==> src/rtl/wb_port_arbiter.sv <==
// Register-file write-port arbiter: MEM/WB writebacks always win, mul/div results queue in a FIFO and
// drain in idle slots. Define WBARB_STARVE_EN to build the starvation counter that drives stall_req.
module wb_port_arbiter #(
    parameter int DEPTH        = 4,
    parameter int STARVE_LIMIT = 8
) (
    input  logic        clk,
    input  logic        rst,
    input  logic        RegWrite_in,
    input  logic        MemtoReg_in,
    input  logic [31:0] read_data_in,
    input  logic [31:0] alu_result_in,
    input  logic [4:0]  rd_in,
    input  logic        md_valid,
    input  logic [4:0]  md_rd,
    input  logic [31:0] md_data,
    output logic        md_ready,
    input  logic [4:0]  id_rs1,
    input  logic [4:0]  id_rs2,
    output logic        md_pending_hit,
    output logic        stall_req,
    output logic        rf_we,
    output logic [4:0]  rf_waddr,
    output logic [31:0] rf_wdata
);

    localparam int PW = $clog2(DEPTH);
    localparam int CW = PW + 1;

    if (DEPTH < 2 || (DEPTH & (DEPTH - 1)) != 0 || STARVE_LIMIT < 1) begin : g_param_check
        $error("wb_port_arbiter: DEPTH must be a power of two >= 2 and STARVE_LIMIT >= 1");
    end

    logic [4:0]    ent_rd   [DEPTH];
    logic [31:0]   ent_data [DEPTH];
    logic [PW-1:0] rd_ptr;
    logic [PW-1:0] wr_ptr;
    logic [CW-1:0] count;

    logic pipe_wr;
    logic empty;
    logic full;
    logic push;
    logic pop;

    // md_valid/md_ready: a result transfers on a cycle where both are high; md_ready
    // comes from registered count only, so the producer may hold md_valid while stalled.
    assign pipe_wr  = RegWrite_in && (rd_in != 5'd0);
    assign empty    = (count == '0);
    assign full     = (count == CW'(DEPTH));
    assign md_ready = !full;
    assign push     = md_valid && md_ready && (md_rd != 5'd0);
    assign pop      = !pipe_wr && !empty;

    always_comb begin
        rf_we    = 1'b0;
        rf_waddr = '0;
        rf_wdata = '0;
        if (pipe_wr) begin
            rf_we    = 1'b1;
            rf_waddr = rd_in;
            rf_wdata = MemtoReg_in ? read_data_in : alu_result_in;
        end else if (!empty) begin
            rf_we    = 1'b1;
            rf_waddr = ent_rd[rd_ptr];
            rf_wdata = ent_data[rd_ptr];
        end
    end

    // Entry storage carries no reset; validity is defined by the pointers and count alone.
    always_ff @(posedge clk) begin
        if (push) begin
            ent_rd[wr_ptr]   <= md_rd;
            ent_data[wr_ptr] <= md_data;
        end
    end

    always_ff @(posedge clk or negedge rst) begin
        if (!rst) begin
            rd_ptr <= '0;
            wr_ptr <= '0;
            count  <= '0;
        end else begin
            if (push) wr_ptr <= wr_ptr + PW'(1);
            if (pop)  rd_ptr <= rd_ptr + PW'(1);
            case ({push, pop})
                2'b10:   count <= count + CW'(1);
                2'b01:   count <= count - CW'(1);
                default: count <= count;
            endcase
        end
    end

    // An entry is live when its distance from the head, modulo DEPTH, is below count.
    always_comb begin
        logic [PW-1:0] off;
        logic          live;
        md_pending_hit = 1'b0;
        off            = '0;
        live           = 1'b0;
        for (int i = 0; i < DEPTH; i++) begin
            off  = PW'(i) - rd_ptr;
            live = ({1'b0, off} < count);
            if (live && id_rs1 != 5'd0 && ent_rd[i] == id_rs1) md_pending_hit = 1'b1;
            if (live && id_rs2 != 5'd0 && ent_rd[i] == id_rs2) md_pending_hit = 1'b1;
        end
    end

`ifdef WBARB_STARVE_EN
    localparam int SW = $clog2(STARVE_LIMIT + 1);

    logic [SW-1:0] starve_cnt;
    logic [SW-1:0] starve_cnt_nxt;

    always_comb begin
        starve_cnt_nxt = starve_cnt;
        if (pop || empty) begin
            starve_cnt_nxt = '0;
        end else if (pipe_wr && starve_cnt != SW'(STARVE_LIMIT)) begin
            starve_cnt_nxt = starve_cnt + SW'(1);
        end
    end

    // stall_req rises with the edge that saturates the counter and falls with the next pop.
    always_ff @(posedge clk or negedge rst) begin
        if (!rst) begin
            starve_cnt <= '0;
            stall_req  <= 1'b0;
        end else begin
            starve_cnt <= starve_cnt_nxt;
            if (pop) begin
                stall_req <= 1'b0;
            end else if (starve_cnt_nxt == SW'(STARVE_LIMIT)) begin
                stall_req <= 1'b1;
            end
        end
    end
`else
    assign stall_req = 1'b0;
`endif

endmodule

==> config.mk <==
export PLATFORM = sky130hd
export DESIGN_NAME = wb_port_arbiter
export DESIGN_NICKNAME = d
export VERILOG_FILES = /design/src/rtl/wb_port_arbiter.sv
export SDC_FILE = /design/constraint.sdc
export NUM_CORES = 1
export LEC_CHECK = 0
export CORE_MARGIN = 2
export CORE_UTILIZATION = 45
export DETAILED_ROUTE_END_ITERATION = 10
export DONT_BUFFER_PORTS = 1
export SYNTH_ARGS = -nofsm -noshare
export SYNTH_HDL_FRONTEND = slang
export SYNTH_SLANG_ARGS = --single-unit
==> constraint.sdc <==
create_clock -name clk -period 3.19 [get_ports clk]
set_input_delay 0.319 -clock clk [delete_from_list [all_inputs] [get_ports clk]]
set_output_delay 0.319 -clock clk [all_outputs]
set_load 0.005 [all_outputs]
==> impl_metrics.tcl <==
set metrics [dict create \
    worstHoldPathType "primary input to async pin" \
    synth-compound-area-share_pct 4.09 \
    r2r-end "ent_rd[3][0]" \
    place.gp.congestion 0.866 \
    drt-total-wl_um 15100 \
    clockBufferDepth 2 \
    slew_headroom_pct 64.1 \
    post-route-drc-count 0 \
    vias 3922 \
    wire_per_inst_um 21.4 \
    final.period_utilization_pct 75.9 \
    fillCellCount 1297 \
    syn_area_per_cell_um2 16.2 \
    root_buffer "clkbuf_16" \
    timing.rr.start "count[0]" \
    die_x_um 130 \
    outcome "completed" \
    period_needed_ps 2420 \
    power_density_nw_per_um2 821 \
    fmax_ghz 0.413 \
    numPortBuffers 0 \
    synth-adder-area-share_pct 1.85 \
    final-hold-violation-count 0 \
    clkLatencyLatePin_ps 410 \
    dieArea_um2 16900 \
    core-area_um2 15700 \
    cts.sinks 155 \
    maxSlewViolCount 0 \
    syn-instance-count 443 \
    first_global_vias 4038 \
    grt-ovfl-total 0 \
    cp.arrival_ps 2100 \
    slowest_stage "dfrtp_2" \
    rsz0062_at_grt "false" \
    rows 46 \
    cts_buffers 17 \
    power_w 0.00685 \
    drive_gt1_share_pct 17.7 \
    nets 609 \
    ys_seq_elements 155 \
    netlist_area_um2 7160 \
    dp_hpwl_um 10100 \
    hold_slack_ps 240 \
    ys_warn_count 0 \
    vias_per_cell 5.54 \
    ant_nets 0 \
    grt_pass1_wl_um 22700 \
    synth_edf_count 148 \
    synth_top_family_by_area "multiplexers" \
    critPathRequiredTime_ps 2870 \
    final_core_util_pct 53.1 \
    synth.distinct_cells 36 \
    dr.first_iter.drc_count 297 \
    max-vdd-ir-drop_mv 0.528 \
    synthesis.nets 574 \
    rrSetupSlack_ps 800 \
    io_pins 162 \
    leakagePower_nw 2.85 \
    setup_violations 0 \
    fin_skew_ps 9.10 \
    cp-start-kind "register" \
    crit_type "register to primary output" \
    setup_ws_ps 769 \
    totalNegativeSetupSlack_ps 0 \
    cts_hold_buffers 38 \
    postCtsSetupBuffers 0 \
    initial_core_util_pct 45.6 \
    seq_area_frac_synth_pct 64.5 \
    drt_pre_antenna_iters 4 \
    dieHeight_um 130 \
    r2r_cells 6 \
    grt_max_degree 40 \
    cts_htree_levels 4 \
    cts_tree "built" \
    final-seq-area_um2 4620 \
    end_kind "primary output" \
    synth-simple-area-share_pct 4.68 \
    multiInputGateArea_um2 2350 \
    synthMuxAreaShare_pct 16.3 \
    post-place-ws_ps 749 \
    area_growth_pct 16.6 \
    clk_transition_reported_paths_ps 60 \
    yosys.area_share.xor_xnor_pct 5.86 \
    tightest_slew_ps 538 \
    path_cells "buf_4, mux4_2, nand2_1, o21ai_0" \
    cts-resized-gates 0 \
    antenna_found_initial 1 \
    cap_violations 0 \
    ys_dominant_reg_cell "edfxtp_1" \
    cp_max_fo 28 \
    max_stage_delay_ps 580 \
    grt.total_usage_pct 18.6 \
    async_reset_ff_share_pct 4.52 \
]
## cells in the mapped netlist, types with 6 or more instances
library cell / count / area [um2]
buf_2: 7 / 35.0
clkbuf_1: 18 / 67.6
dfrtp_1: 7 / 175
edfxtp_1: 148 / 4440
ha_1: 9 / 113
inv_1: 8 / 30.0
mux2i_1: 32 / 320
mux4_2: 37 / 833
nand2_1: 36 / 135
nand3_1: 8 / 40.0
nor2_1: 6 / 22.5
nor4_1: 8 / 50.1
o21ai_0: 33 / 165
xnor2_1: 27 / 236
xor2_1: 19 / 166
## flip-flops by register name, summed over array words and instances, names as in the netlist
signal,count
rd_ptr,2
ent_data,128
wr_ptr,2
count,3
ent_rd,20
## worst max-delay path by stage
stage                          from         endpoint  slack (ps)  cells after the start
final                     rd_ptr[1]     rf_wdata[17]         770                      4
after global routing       count[0]  ent_data[0][29]         600                      6
after CTS                 rd_ptr[1]     rf_wdata[17]         700                      4
after detailed placement   count[0]  ent_data[1][27]         750                      6
after global placement     count[0]  ent_data[0][27]         860                      6
after floorplan            rd_in[1]         count[2]         790                     10
## area by class of cell
cell class / count / share of cell area, %
Inverter: 8 / 0.360
Tap cell: 216 / 3.24
Multi-Input combinational cell: 247 / 28.2
Antenna cell: 1 / 0.0300
Timing Repair Buffer: 49 / 5.85
Clock inverter: 14 / 1.80
Sequential cell: 155 / 55.4
Clock buffer: 18 / 5.14
## layer usage
metal | routed length (um) | up-vias | GRT usage (%)
met3 | 993 | 26 | 4.72
met5 | 0 | - | 0
met1 | 5990 | 1962 | 22.1
met4 | 426 | 0 | 8.03
li1 | - | 1771 | -
met2 | 7740 | 163 | 32.1
## power breakdown
| part | total [W] | switching, W | internal [W] |
|---|---|---|---|
| combinational | 0.00199 | 0.00106 | 0.000929 |
| clock | 0.00196 | 0.000746 | 0.00122 |
| sequential | 0.00290 | 0.000210 | 0.00269 |
## worst max-delay path, delay by kind of cell (launching register included)
kind | cells | cell delay (ps)
mux | 1 | 370
compound gates | 1 | 120
buf+inv | 1 | 490
simple gates | 1 | 120
flops | 1 | 580
## kinds of logic after synthesis
family	count (synthesis)
flip-flops	155
multiplexers	70
AND/OR/NAND/NOR	70
AO/OA/AOI/OAI	49
XOR/XNOR	47
buffers and inverters	41
adder cells (fa/ha/maj)	10
other	1
## placed cells by master (no fill, tap or decap), types with 2 or more instances in the layout
cell	instances
edfxtp_1	148
dlygate4sd3_1	38
mux4_2	37
nand2_1	36
o21ai_0	33
mux2i_1	32
xnor2_1	27
xor2_1	19
clkbuf_16	17
ha_1	9
buf_4	9
inv_1	8
nand3_1	8
nor4_1	8
nor2_1	6
a22o_1	5
a21oi_1	5
dfrtp_1	5
and2_2	4
o22ai_1	4
clkinv_2	4
clkinv_1	4
bufinv_16	3
or4_1	2
inv_6	2
buf_12	2
dfrtp_2	2
## per-stage QoR
stage,instance area [um2],std cells
after floorplan,7160,443
after global placement,7380,637
after detailed placement,7380,637
after CTS,8340,707
after global routing,8350,708
final,8350,708
(Power assumes the default switching activity.)
